## config.mk

```make
export PLATFORM = sky130hd
export DESIGN_NAME = bcd4_counter_scan
export DESIGN_NICKNAME = d
export VERILOG_FILES = /design/src/rtl/bcd4_counter_scan_pkg.sv /design/src/rtl/bcd4_counter_scan_digit.sv /design/src/rtl/bcd4_counter_scan.sv
export SDC_FILE = /design/constraint.sdc
export NUM_CORES = 1
export LEC_CHECK = 0
export ABC_AREA = 1
export ABC_CLOCK_PERIOD_IN_PS = 4200
export CELL_PAD_IN_SITES_DETAIL_PLACEMENT = 1
export CELL_PAD_IN_SITES_GLOBAL_PLACEMENT = 1
export CORE_MARGIN = 8
export CORE_UTILIZATION = 28
export DETAILED_ROUTE_END_ITERATION = 10
export GPL_ROUTABILITY_DRIVEN = 0
export PLACE_DENSITY_LB_ADDON = 0.3
export SYNTH_ARGS = -nofsm -noshare
export SYNTH_HDL_FRONTEND = slang
export SYNTH_SLANG_ARGS = --single-unit
```

## constraint.sdc

```tcl
create_clock -name clk -period 4.2 [get_ports clk]
set_input_delay 0.63 -clock clk [delete_from_list [all_inputs] [get_ports clk]]
set_output_delay 0.63 -clock clk [all_outputs]
set_load 0.02 [all_outputs]
```

## src/rtl/bcd4_counter_scan_pkg.sv

```systemverilog
// ---------------------------------------------------------------------------
// bcd4_counter_scan_pkg
// Shared constants and helpers for the four-digit BCD counter with display
// scan generator.
//   BCD_DIGITS : number of decades in the counter
//   BCD_MAX    : largest legal BCD digit value
//   AN_RESET   : common-anode enable pattern selecting digit 0 (active-low)
//   bcd_digit_t: one packed BCD nibble
//   bcd_clamp  : saturates an out-of-range nibble to 9
// ---------------------------------------------------------------------------
package bcd4_counter_scan_pkg;

  localparam int         BCD_DIGITS = 4;
  localparam logic [3:0] BCD_MAX    = 4'd9;
  localparam logic [3:0] AN_RESET   = 4'b1110;

  typedef logic [3:0] bcd_digit_t;

  // Loaded nibbles above 9 are not valid BCD; store them as 9.
  function automatic bcd_digit_t bcd_clamp(input bcd_digit_t d);
    return (d > BCD_MAX) ? BCD_MAX : d;
  endfunction

endpackage

```

## src/rtl/bcd4_counter_scan_digit.sv

```systemverilog
// ---------------------------------------------------------------------------
// bcd_digit
// One BCD decade with clear, load and carry/borrow chaining.
//   clk, rst_n : clock and asynchronous active-low reset
//   ci         : step request from the lower decade (or the count tick)
//   up         : 1 = increment, 0 = decrement
//   ld, ld_val : synchronous load of a nibble (clamped to 9)
//   clr        : synchronous clear, wins over ld and ci
//   q          : registered digit value
//   co         : combinational carry/borrow into the next decade
// ---------------------------------------------------------------------------
module bcd_digit
  import bcd4_counter_scan_pkg::*;
(
  input  logic       clk,
  input  logic       rst_n,
  input  logic       ci,
  input  logic       up,
  input  logic       ld,
  input  logic [3:0] ld_val,
  input  logic       clr,
  output logic [3:0] q,
  output logic       co
);

  bcd_digit_t q_reg;
  bcd_digit_t q_next;

  // The next decade steps only when this one rolls over in the current
  // direction; clr/load suppression of the rollover is handled by q_next
  // priority here and by carry gating in the top.
  always_comb begin
    co = ci & (up ? (q_reg == BCD_MAX) : (q_reg == 4'd0));
  end

  always_comb begin
    q_next = q_reg;
    if (clr) begin
      q_next = 4'd0;
    end else if (ld) begin
      q_next = bcd_clamp(ld_val);
    end else if (ci) begin
      if (up) begin
        q_next = (q_reg == BCD_MAX) ? 4'd0 : q_reg + 4'd1;
      end else begin
        q_next = (q_reg == 4'd0) ? BCD_MAX : q_reg - 4'd1;
      end
    end
  end

  always_ff @(posedge clk or negedge rst_n) begin
    if (!rst_n) begin
      q_reg <= 4'd0;
    end else begin
      q_reg <= q_next;
    end
  end

  assign q = q_reg;

endmodule

```

## src/rtl/bcd4_counter_scan.sv

```systemverilog
// ---------------------------------------------------------------------------
// bcd4_counter_scan
// Four-digit BCD up/down counter advancing on a prescaled tick, plus a
// free-running digit scan generator for a multiplexed 7-segment display.
//   PRESCALE : clock cycles per count tick (>=1)
//   SCAN_DIV : clock cycles per digit-select step (>=1)
//   clk, rst_n         : clock and asynchronous active-low reset
//   en, up             : count enable (sampled on ticks) and direction
//   clr, load, load_val: synchronous clear / load (clr wins)
//   dat   : registered packed BCD count, digit 0 in [3:0]
//   adr   : registered digit select
//   an    : registered active-low digit enable, always ~(1<<adr)
//   tick  : one-cycle pulse on the last prescaler cycle
//   carry : one-cycle pulse when the count wraps in either direction
// ---------------------------------------------------------------------------
module bcd4_counter_scan
  import bcd4_counter_scan_pkg::*;
#(
  parameter int PRESCALE = 50_000_000,
  parameter int SCAN_DIV = 50_000
) (
  input  logic        clk,
  input  logic        rst_n,
  input  logic        en,
  input  logic        up,
  input  logic        clr,
  input  logic        load,
  input  logic [15:0] load_val,
  output logic [15:0] dat,
  output logic [1:0]  adr,
  output logic [3:0]  an,
  output logic        tick,
  output logic        carry
);

  localparam int PW = (PRESCALE > 1) ? $clog2(PRESCALE) : 1;
  localparam int SW = (SCAN_DIV > 1) ? $clog2(SCAN_DIV) : 1;
  localparam logic [PW-1:0] PCNT_LAST = PW'(PRESCALE - 1);
  localparam logic [SW-1:0] SCNT_LAST = SW'(SCAN_DIV - 1);

  // ---------------- prescaler ----------------
  logic [PW-1:0] pcnt_reg, pcnt_next;
  logic          tick_reg, tick_next;

  always_comb begin
    pcnt_next = pcnt_reg + 1'b1;
    if (clr || load || (pcnt_reg == PCNT_LAST)) begin
      pcnt_next = '0;
    end
  end

  // tick is registered from the look-ahead count so it is a clean flop
  // output that still sits high exactly while pcnt holds PRESCALE-1.
  assign tick_next = (pcnt_next == PCNT_LAST);

  always_ff @(posedge clk or negedge rst_n) begin
    if (!rst_n) begin
      pcnt_reg <= '0;
      tick_reg <= 1'b0;
    end else begin
      pcnt_reg <= pcnt_next;
      tick_reg <= tick_next;
    end
  end

  // ---------------- BCD decade chain ----------------
  logic [BCD_DIGITS:0] ci;
  logic                carry_reg, carry_next;

  assign ci[0] = tick_reg & en;

  generate
    for (genvar gi = 0; gi < BCD_DIGITS; gi++) begin : g_digit
      bcd_digit u_digit (
        .clk    (clk),
        .rst_n  (rst_n),
        .ci     (ci[gi]),
        .up     (up),
        .ld     (load),
        .ld_val (load_val[gi*4 +: 4]),
        .clr    (clr),
        .q      (dat[gi*4 +: 4]),
        .co     (ci[gi+1])
      );
    end
  endgenerate

  // A rollover out of the top decade is a wrap, unless clr/load overrides
  // the count in the same cycle.
  assign carry_next = ci[BCD_DIGITS] & ~clr & ~load;

  always_ff @(posedge clk or negedge rst_n) begin
    if (!rst_n) begin
      carry_reg <= 1'b0;
    end else begin
      carry_reg <= carry_next;
    end
  end

  // ---------------- display scan ----------------
  logic [SW-1:0] scnt_reg, scnt_next;
  logic [1:0]    adr_reg, adr_next;
  logic [3:0]    an_reg, an_next;

  always_comb begin
    scnt_next = scnt_reg + 1'b1;
    adr_next  = adr_reg;
    if (scnt_reg == SCNT_LAST) begin
      scnt_next = '0;
      adr_next  = adr_reg + 2'd1;
    end
  end

  // Derived from adr_next so adr and an always update on the same edge.
  assign an_next = ~(4'b0001 << adr_next);

  always_ff @(posedge clk or negedge rst_n) begin
    if (!rst_n) begin
      scnt_reg <= '0;
      adr_reg  <= 2'd0;
      an_reg   <= AN_RESET;
    end else begin
      scnt_reg <= scnt_next;
      adr_reg  <= adr_next;
      an_reg   <= an_next;
    end
  end

  assign adr   = adr_reg;
  assign an    = an_reg;
  assign tick  = tick_reg;
  assign carry = carry_reg;

endmodule
```

* Yosys cells after proc, flatten, opt, wreduce, memory -nomap -nowiden
Index checks and enable logic that the tools add are counted.
Storage, ports and cells: register bits after elaboration 66, latch bits 0, memory bits (writable) 0, ROM bits 0, input port bits 22, logic and storage cells 88, memories 0
Operators by class: add/sub/neg operators 11, multipliers 0, divide/modulo/power cells 0, $lt $le $gt $ge 4, equality and inequality tests 7, shift-type cells 1, muxes and demuxes 35, bitwise logic cells 10, reductions and logical operators 10
Operators with widths (count):
- $mux W4 | 28
- $eq A26 B26 Y1 const B | 2
- $add A26 B1 Y26 const B | 1
- $mux W26 | 1
- $add A16 B1 Y16 const B | 1
- $add A4 B1 Y4 const B | 4
- $eq A16 B16 Y1 const B | 1
- $eq A4 B4 Y1 const B | 4
- $gt A4 B4 Y1 const B | 4
- $logic_not A4 Y1 | 4
- $mux W16 | 1
- $sub A4 B1 Y4 const B | 4
- $reduce_bool A3 Y1 | 4
- $and A1 B1 Y1 | 7
- $mux W1 | 4
- $not A4 Y4 | 1
- $shl A1 B2 Y4 const A | 1
- $add A2 B1 Y2 const B | 1
- $logic_or A1 B1 Y1 | 2
- $mux W2 | 1
- $not A1 Y1 | 2

* Logic depth before layout (Yosys ltp)
Gate-level depths: netlist of run 1.
depth in word-level cells 8, gate-level depth with buffers 13

* Cells and area by module
Synthesis of run 1 repeated with hierarchy kept, for this count alone.
Unflattened totals: cell total of the unflattened synthesis 681, area total of the unflattened synthesis 4610.7 µm²
Modules (own cells, without submodules):
- bcd4_counter_scan | times used 1, cells each 377, area an instance 2768.9 µm²
- bcd_digit | times used 4, cells each 76, area an instance 460.4 µm²

* Worst setup path after synthesis of run 1
Ideal clock, no wire load.
kind register to register, start register g_digit[0].u_digit.q_reg[0], end register g_digit[3].u_digit.q_reg[3], library setup time 0.078 ns, arrival 1.667 ns, setup slack 2.455 ns, stages on the path, launching flop included 11, path through dfrtp_1 > inv_1 > ha_1 > nand2_1 > o21ai_2 > nand4_1 > nor2_1 > nand3_1 > nand2_1 > nor2_1 > a21oi_1
On the way: longest elaborated chain between the ends 6
Ends and longest elaborated chain:
- from (decl) | RTL line bcd4_counter_scan_digit.sv:26 | bcd_digit_t q_reg;
- from (signal assigned) | RTL line bcd4_counter_scan_digit.sv:55 | q_reg <= q_next;
- $eq A4 B4 Y1 or $logic_not A4 Y1 (tied branches) | RTL line bcd4_counter_scan_digit.sv:33 | co = ci & (up ? (q_reg == BCD_MAX) : (q_reg == 4'd0));
- $mux W1 (*) | RTL line bcd4_counter_scan_digit.sv:33
- $and A1 B1 Y1 (*) (3 in a row) | RTL line bcd4_counter_scan_digit.sv:33
- $reduce_bool A3 Y1 (no source line) (*)
- to (signal assigned) | RTL line bcd4_counter_scan_digit.sv:55
- to (decl) | RTL line bcd4_counter_scan_digit.sv:26
Every way passes the cells marked *; elsewhere a longest branch is shown, timed or not. A chain may end at the register's enable or synchronous reset.

* Final worst setup path of run 1
start input up, end register g_digit[3].u_digit.q_reg[0]
On the way: longest elaborated chain between the ends 5
Ends and longest elaborated chain:
- from (decl) | RTL line bcd4_counter_scan.sv:25 | input logic up,
- $mux W1 | RTL line bcd4_counter_scan_digit.sv:33
- $and A1 B1 Y1 (3 in a row) | RTL line bcd4_counter_scan_digit.sv:33
- $reduce_bool A3 Y1 (no source line)
Parallel ways exist; a longest one is shown, timed or not. The select of a mux whose other input is x is not followed.

==> results of run 1 <==
synth_stat cells (all sizes together):
master   number  area, um^2
nand3b        2        15.0
dfstp         3        78.8
a32oi         2        17.5
dfrtp        63        1580
o221ai        2        17.5
or2           1        6.26
o21ai        33         173
nand3        42         215
o32ai         1        8.76
nand4        12        75.1
nor3         12        65.1
o211ai        2        15.0
xor2         12         105
clkinv        1        3.75
nand2       136         533
ha           11         138
a31oi         1        6.26
nor4          3        18.8
o22ai        12        75.1
xnor2         5        43.8
clkbuf        3        11.3
o21a          1        7.51
buf           3        17.5
nor2         89         419
o21bai        2        15.0
inv          83         312
a22oi         5        37.5
a21oi        23         115
o2111ai       1        8.76
and3          1        6.26
worst max-delay path: stages:
cell,delay (ns)
sky130_fd_sc_hd__clkdlybuf4s50_1,0.75
sky130_fd_sc_hd__inv_1,0.33
sky130_fd_sc_hd__o21ai_2,0.18
sky130_fd_sc_hd__nand4_1,0.19
sky130_fd_sc_hd__nor2_1,0.13
sky130_fd_sc_hd__nand3_1,0.12
sky130_fd_sc_hd__nand2_1,0.22
sky130_fd_sc_hd__nand3_1,0.11
sky130_fd_sc_hd__o21ai_0,0.10
stage by stage:
| step | utilization | hold WS, ns | std cells |
|---|---|---|---|
| 5_1_grt | 0.353 | 0.479 | 808 |
| 2_1_floorplan | - | 0.334 | 567 |
| 3_3_place_gp | 0.331 | 0.447 | 792 |
| 3_5_place_dp | 0.331 | 0.443 | 792 |
| 6_report | 0.353 | 0.451 | 808 |
| 4_1_cts | 0.353 | 0.456 | 808 |
cells in the final DEF, fill, tap and decap left out, types with 2 or more instances in the layout:
cell                              count
sky130_fd_sc_hd__nand2_1            127
sky130_fd_sc_hd__inv_1               78
sky130_fd_sc_hd__nor2_1              69
sky130_fd_sc_hd__dfrtp_1             63
sky130_fd_sc_hd__clkdlybuf4s50_1     44
sky130_fd_sc_hd__nand3_1             41
sky130_fd_sc_hd__o21ai_0             30
sky130_fd_sc_hd__a21oi_1             23
sky130_fd_sc_hd__nor2_2              13
sky130_fd_sc_hd__nand4_1             12
sky130_fd_sc_hd__xor2_1              12
sky130_fd_sc_hd__o22ai_1             12
sky130_fd_sc_hd__nor3_1              11
sky130_fd_sc_hd__ha_1                11
sky130_fd_sc_hd__nand2_2              9
sky130_fd_sc_hd__clkbuf_16            9
sky130_fd_sc_hd__nor2_4               7
sky130_fd_sc_hd__xnor2_1              5
sky130_fd_sc_hd__inv_2                5
sky130_fd_sc_hd__a22oi_1              5
sky130_fd_sc_hd__nor4_1               3
sky130_fd_sc_hd__dfstp_2              3
sky130_fd_sc_hd__nand3b_1             2
sky130_fd_sc_hd__o21bai_1             2
sky130_fd_sc_hd__o21ai_2              2
sky130_fd_sc_hd__o221ai_1             2
sky130_fd_sc_hd__a32oi_1              2
sky130_fd_sc_hd__o211ai_1             2
sky130_fd_sc_hd__clkinvlp_4           2
sky130_fd_sc_hd__clkbuf_8             2
sky130_fd_sc_hd__buf_4                2
layer usage:
metal,global-route usage,vias up
met3,0.0274,13
met1,0.169,1880
met4,0.0501,0
met2,0.221,54
li1,-,1951
met5,0,-
area by class of cell:
cell class | count | area (um^2) | area share
repair buffers | 47 | 460 | 0.0902
multi-input cells | 411 | 2140 | 0.419
inverters | 84 | 315 | 0.0618
clock inverters | 4 | 50.0 | 0.00980
clock buffers | 12 | 256 | 0.0502
well taps | 184 | 230 | 0.0451
flip-flops and latches | 66 | 1660 | 0.324
worst max path at each step:
| stage | end | slack [ns] | depth (start not counted) | from |
|---|---|---|---|---|
| 6_report | g_digit[3].u_digit.q[0] | 1.67 | 9 | up |
| 5_1_grt | g_digit[3].u_digit.q[0] | 1.49 | 9 | up |
| 4_1_cts | g_digit[3].u_digit.q[0] | 1.70 | 9 | up |
| 3_5_place_dp | g_digit[3].u_digit.q[0] | 1.36 | 9 | up |
| 3_3_place_gp | tick | 1.43 | 9 | load |
| 2_1_floorplan | g_digit[3].u_digit.q[3] | 2.46 | 10 | g_digit[0].u_digit.q[0] |
kinds of logic after synthesis:
kind of cell               synth area share
DFF                                   0.400
adders and majority gates            0.0333
buffers and inverters                0.0832
and+or+nand+nor                       0.327
xor gates and xnor gates             0.0360
AOI/OAI and AO/OA                     0.120
power breakdown:
part | internal, W | switching [W]
Combinational | 0.000104 | 0.000151
Sequential | 0.000653 | 0.0000263
Clock | 0.000491 | 0.000284
==> results, run 1 <==
- The hold violation count in the final report is 0.
- VDD sags by at most 166 uV.
- The total core area is 0.0145 mm^2.
- The pin count of the biggest net entering global routing is 43.
- Buffers added to address setup during post-CTS repair amount to 0.
- TritonCTS built the clock tree.
- The first detailed-routing pass took 4 iterations.
- Across every metal layer, demand over resource in global routing totals 0.134.
- The post-CTS clock slew at the launch and capture registers of the worst setup and hold paths is 0.05 ns.
- Max-cap violations in this run came to 0.
- The vertical die dimension is 138 um.
- Measured in cells, the most critical reg-to-reg path has a length of 13.
- The die span in x is 138 um.
- The first global-routing pass estimated 20200 um of wire.
- The minimum setup slack in the final design is 1.67 ns.
- A synthesized cell averages 7.30 um^2.
- The share of final-layout standard cells stronger than drive strength 1 is 0.0962.
- In this run, post-CTS repair resized a total of 0 instances.
- The number of filler instances in the final layout is 1798.
- The number of buffers added by the clock tree synthesis step is 9.
- Synthesis produced a netlist with a net count of 600.
- Along the worst path, the maximum fanout reaches 13.
- The maximum buffer depth of the clock tree is 2.
- Data on the critical path is required at its endpoint by 4.44 ns.
- The quantity of hold-fixing buffers added after cts is 0.
- The flip-flop count of the largest register after layout is 26.
- The flip-flop and latch count after synthesis is 66.
- The via-per-instance ratio is 4.82.
- CTS built an H-tree with a depth of 3.
- The routed layout has 3898 vias.
- The worst register-to-register path has a setup slack of 2.08 ns.
- The number of primary I/O pins is 46.
- The post-synthesis sequential area ratio is 0.400.
- The routed wirelength normalized by instance count is 14.9 um.
- The area of the die is 0.0189 mm^2.
- The initial antenna violation count is 0.
- Setup repair after global routing left no endpoint under its margin.
- In the routed design, unresolved DRC markers number 0.
- The remaining number of nets flagged by the antenna check after routing is 0.
- Derived from the worst setup path, the maximum achievable clock frequency is 396 MHz.
- The HPWL after detailed placement is 9500 um.
- Counting every instance in the synthesized netlist gives 567.
- The wire length on met1 is 5600 um.
- The highest layer touched by signal routing is met4.
- The destination of the worst register-to-register timing path is tick.
- The number of warnings issued by yosys is 0.
- In this run the cell area of the synthesized design comes to 0.00414 mm^2.
- The total overflow left after global routing is 0.
- Wire segments on met3 add up to 553 um in the final route.
- The setup total negative slack is 0 ns.
- The count of routing violations after the opening detailed-route iteration is 168.
- The max-slew violation count is 0.
- The area growth from synthesis to layout is 23.4%.
- The initial utilization of the core area, before any placement, comes to 0.286.
- STA classifies the critical path endpoint as a flop.
- The instance area at placement is 0.00480 mm^2.
- Power comes to 0.00171 W.
- For the pin with the worst max-slew slack, the measured transition is 0.957 ns.
- For this design the static power due to leakage is 2.28 nW.
- The setup clock skew after layout is 0.00874 ns.
- Dividing the final minimum period by the clock period gives 0.601.
- The number of different library cells used by synthesis comes to 39.
- The row count is 44.
- The path class of the lowest-slack min-delay path is in2async.
- The clock latency on the worst-skew pair is 0.33 ns.
- Before CTS, the worst setup slack after placement is 1.36 ns.
- The relative slew slack is 0.362.
- The count of nets after finishing is 652.
- The clock root buffer is sky130_fd_sc_hd__clkbuf_16.
- The number of setup violations in the final report is 0.
- The number of antenna cells inserted is 0.
- The sink count of the clock tree is 66.
- The via count of the first global-routing pass is 4132.
- The count of buffers inserted at the top-level ports is 45.
- Power spread over the standard cell area amounts to 335 mW/mm^2.
- The run finished with clean final reports.
- The critical path data arrival time is 2.76 ns.
- The worst setup path is launched from an input port.
- The final critical path time including I/O delays and setup is 2.53 ns.
- The start of the worst register-to-register path is pcnt_reg[0].
- With fillers left out, the area of the finished cells amounts to 0.00510 mm^2.
- The total routed wirelength is 12000 um.
- The amount of wire on met2 after detailed routing is 5690 um.
- The worst setup path is of the in2reg kind.
Power figures use the tool's default switching activity.
==> run 2: changes to the inputs <==
ABC_CLOCK_PERIOD_IN_PS = 2400   (was 4200)
clock period = 2.4 ns   (was 4.2 ns; I/O delays follow)
==> results, run 2 (same netlist as run 1, synthesis figures left out) <==
- The flow ran to the end, and the final reports show no timing, DRC or antenna violations.
- The initialized floorplan defines 44 standard-cell rows.
- Headroom to the max-slew limit came out at 0.590.
- The via count is 3954.
- The global routing's busiest layer is met2.
- Clock-pin slew was measured on the worst setup and hold paths at 0.06 ns.
- Counting cells, the worst reg-to-reg path comes to 12.
- Dividing the detail-routed wire length by the instance count gives 15.4 um.
- The startpoint identified for the worst register-to-register timing path is pcnt_reg[0].
- The setup path with the least slack is of type reg2reg.
- The wire length of the first global-routing pass is 21200 um.
- The total of max-cap violations is 0.
- The number of filler instances in the final layout is 1781.
- The global-route track usage on met2 is 0.231.
- The tree is rooted in a sky130_fd_sc_hd__clkbuf_16.
- The instance area at placement is 0.00486 mm^2.
- The cell with the most instances on the worst path is sky130_fd_sc_hd__nand2_1.
- The final global-route overflow total is 0.
- Entering global routing, the biggest net connects 45 pins.
- Setup total negative slack on the finished layout was measured at 0 ns.
- The vertical die dimension is 138 um.
- For this configuration, the core starts out at a cell density of 0.286.
- The via count of the first global-routing pass is 4270.
- The hold violation count in the final report came to 0.
- The floorplan step set the die width to 138 um.
- The area of the die is 0.0189 mm^2.
- After floorplanning, the core was sized to cover 0.0145 mm^2.
- STA puts the critical path data arrival time at 2.33 ns.
- The critical path's largest stage delay is 0.41 ns.
- The count of buffers inserted at the top-level ports is 45.
- Of the cells placed in the final design, the portion with a size suffix greater than 1 is 0.105.
- The flip-flop count of the largest register after layout is 26.
- The total routed wirelength is 12600 um.
- The met3 layer usage reported by global route is 0.0332.
- The count of routing violations after the opening detailed-route iteration is 174.
- The maximum buffer depth of the clock tree is 2.
- In the layout the commonest cells are sky130_fd_sc_hd__nand2_1 (127), sky130_fd_sc_hd__inv_1 (78), sky130_fd_sc_hd__nor2_1 (69), sky130_fd_sc_hd__dfrtp_1 (63), sky130_fd_sc_hd__clkdlybuf4s50_1 (44).
- In this run the worst hold path is classified as in2async.
- The leakage dissipation is 2.31 nW.
- The max-slew violation count came to 0.
- The number of buffers added by the clock tree synthesis step is 9.
- The quantity of gates resized following cts is 0.
- The final critical path time including I/O delays and setup is 2.05 ns.
- For this design, the CTS-stage hold fixing added 0 buffers.
- The worst setup slack for register-to-register paths is 0.35 ns.
- Across every metal layer, demand over resource in global routing totals 0.141.
- The count of buffers added by post-CTS timing repair for setup is 0.
- The count of nets after finishing is 659.
- In the finished design, the share of the clock period the worst path needs comes to 0.856.
- Derived from the worst setup path, the maximum achievable clock frequency is 487 MHz.
- At the later pin of the worst-skew pair, clock insertion delay measures 0.34 ns.
- In the global route stage, met1 resource usage came out at 0.176.
- The master of the slowest instance on the critical path is sky130_fd_sc_hd__dfrtp_1.
- The TritonCTS clock tree is built.
- IR analysis of the VDD net gives a maximum drop of 301 uV.
- 0 antenna diodes ended up in the layout.
- The total power density per cell area is 578 mW/mm^2.
- In this run the worst path has a maximum fanout of 8.
- The length of the first detailed-routing pass in iterations is 4.
- The critical path goes through ha_1, nand2_1, inv_1, nand3_1, nor2_1, nand2_1, nand2_1, inv_1, nand2_1, nor2_2, nand3_2, nor2_2.
- In the routed layout, each cell is associated on average with a via count of 4.85.
- From synthesis to final layout, the design area changed by 24.8%.
- CTS built an H-tree with a depth of 3.
- The remaining routing DRC violations is 0.
- For this design, the sink count on the clock tree is 66.
- In this run the remaining antenna-violating nets after routing total 0.
- The completed layout was analyzed and its total power is 0.00299 W.
- The kind of start point of the critical path is a flop.
- The initial antenna violation count is 0.
- The endpoint identified for the worst register-to-register timing path is tick.
- Setup repair after global routing left no endpoint under its margin.
- The commonest non-fill, non-tap cell in the layout is sky130_fd_sc_hd__nand2_1.
- The number of setup violations in the final report is 0.
- The number of primary I/O pins is 46.
- The required time of the critical path is 2.67 ns.
- STA classifies the critical path endpoint as a flop.
- The actual slew at the worst max-slew pin is 0.614 ns.
- The design area is 0.00516 mm^2.
- The sum of net half-perimeters after detailed placement is 9760 um.
- The setup clock skew after layout is 0.00559 ns.
## run 2: cell types whose count changed in the layout (fill, tap and decap cells not counted), sizes merged
cell / delta
clkinvlp: -1
clkinv: +1
buf: +7
## run 2: worst max-delay path, delay by kind of cell, from the launching register on
family | cells | cell delay [ns]
and+or+nand+nor | 9 | 1.04
DFF | 1 | 0.41
buffers and inverters | 2 | 0.31
adders and majority gates | 1 | 0.22
## run 2: area by class of cell
type | count | area, um^2 | share of cell area
inverters | 84 | 315 | 0.0611
clock inverters | 4 | 51.3 | 0.00994
multi-input cells | 411 | 2140 | 0.414
clock buffers | 12 | 246 | 0.0478
well taps | 184 | 230 | 0.0446
repair buffers | 54 | 526 | 0.102
flip-flops and latches | 66 | 1660 | 0.321
## run 2: how the worst max path moves through the flow
| stage | startpoint | cells past startpoint | endpoint |
|---|---|---|---|
| floorplan | g_digit[0].u_digit.q[0] | 10 | g_digit[3].u_digit.q[3] |
| global placement | clr | 11 | tick |
| detailed placement | clr | 11 | tick |
| CTS | scnt_reg[0] | 9 | an[2] |
| global route | scnt_reg[0] | 9 | an[2] |
| finish | pcnt_reg[0] | 12 | tick |
## run 2: where the power goes
group	total [W]	switching, W	internal [W]	leakage (nW)
logic	0.000462	0.000270	0.000192	1.29
registers	0.00119	0.0000462	0.00114	0.881
clock network	0.00133	0.000501	0.000833	0.143
total	0.00299	0.000817	0.00217	2.31
## run 2: per-layer routing
metal | wire length (um) | vias up
met3 | 639 | 21
li1 | - | 1962
met5 | 0 | -
met2 | 5860 | 63
met1 | 5840 | 1908
met4 | 228 | 0
## run 2: per-stage QoR
stage	setup slack, ns	hold WS (ns)	utilization	std cells
6_report	0.346	0.0370	0.356	815
5_1_grt	0.0638	0.0727	0.356	815
4_1_cts	0.340	0.0473	0.356	815
3_5_place_dp	0.342	0.412	0.336	799
3_3_place_gp	0.333	0.412	0.336	799
2_1_floorplan	0.655	0.0644	-	567
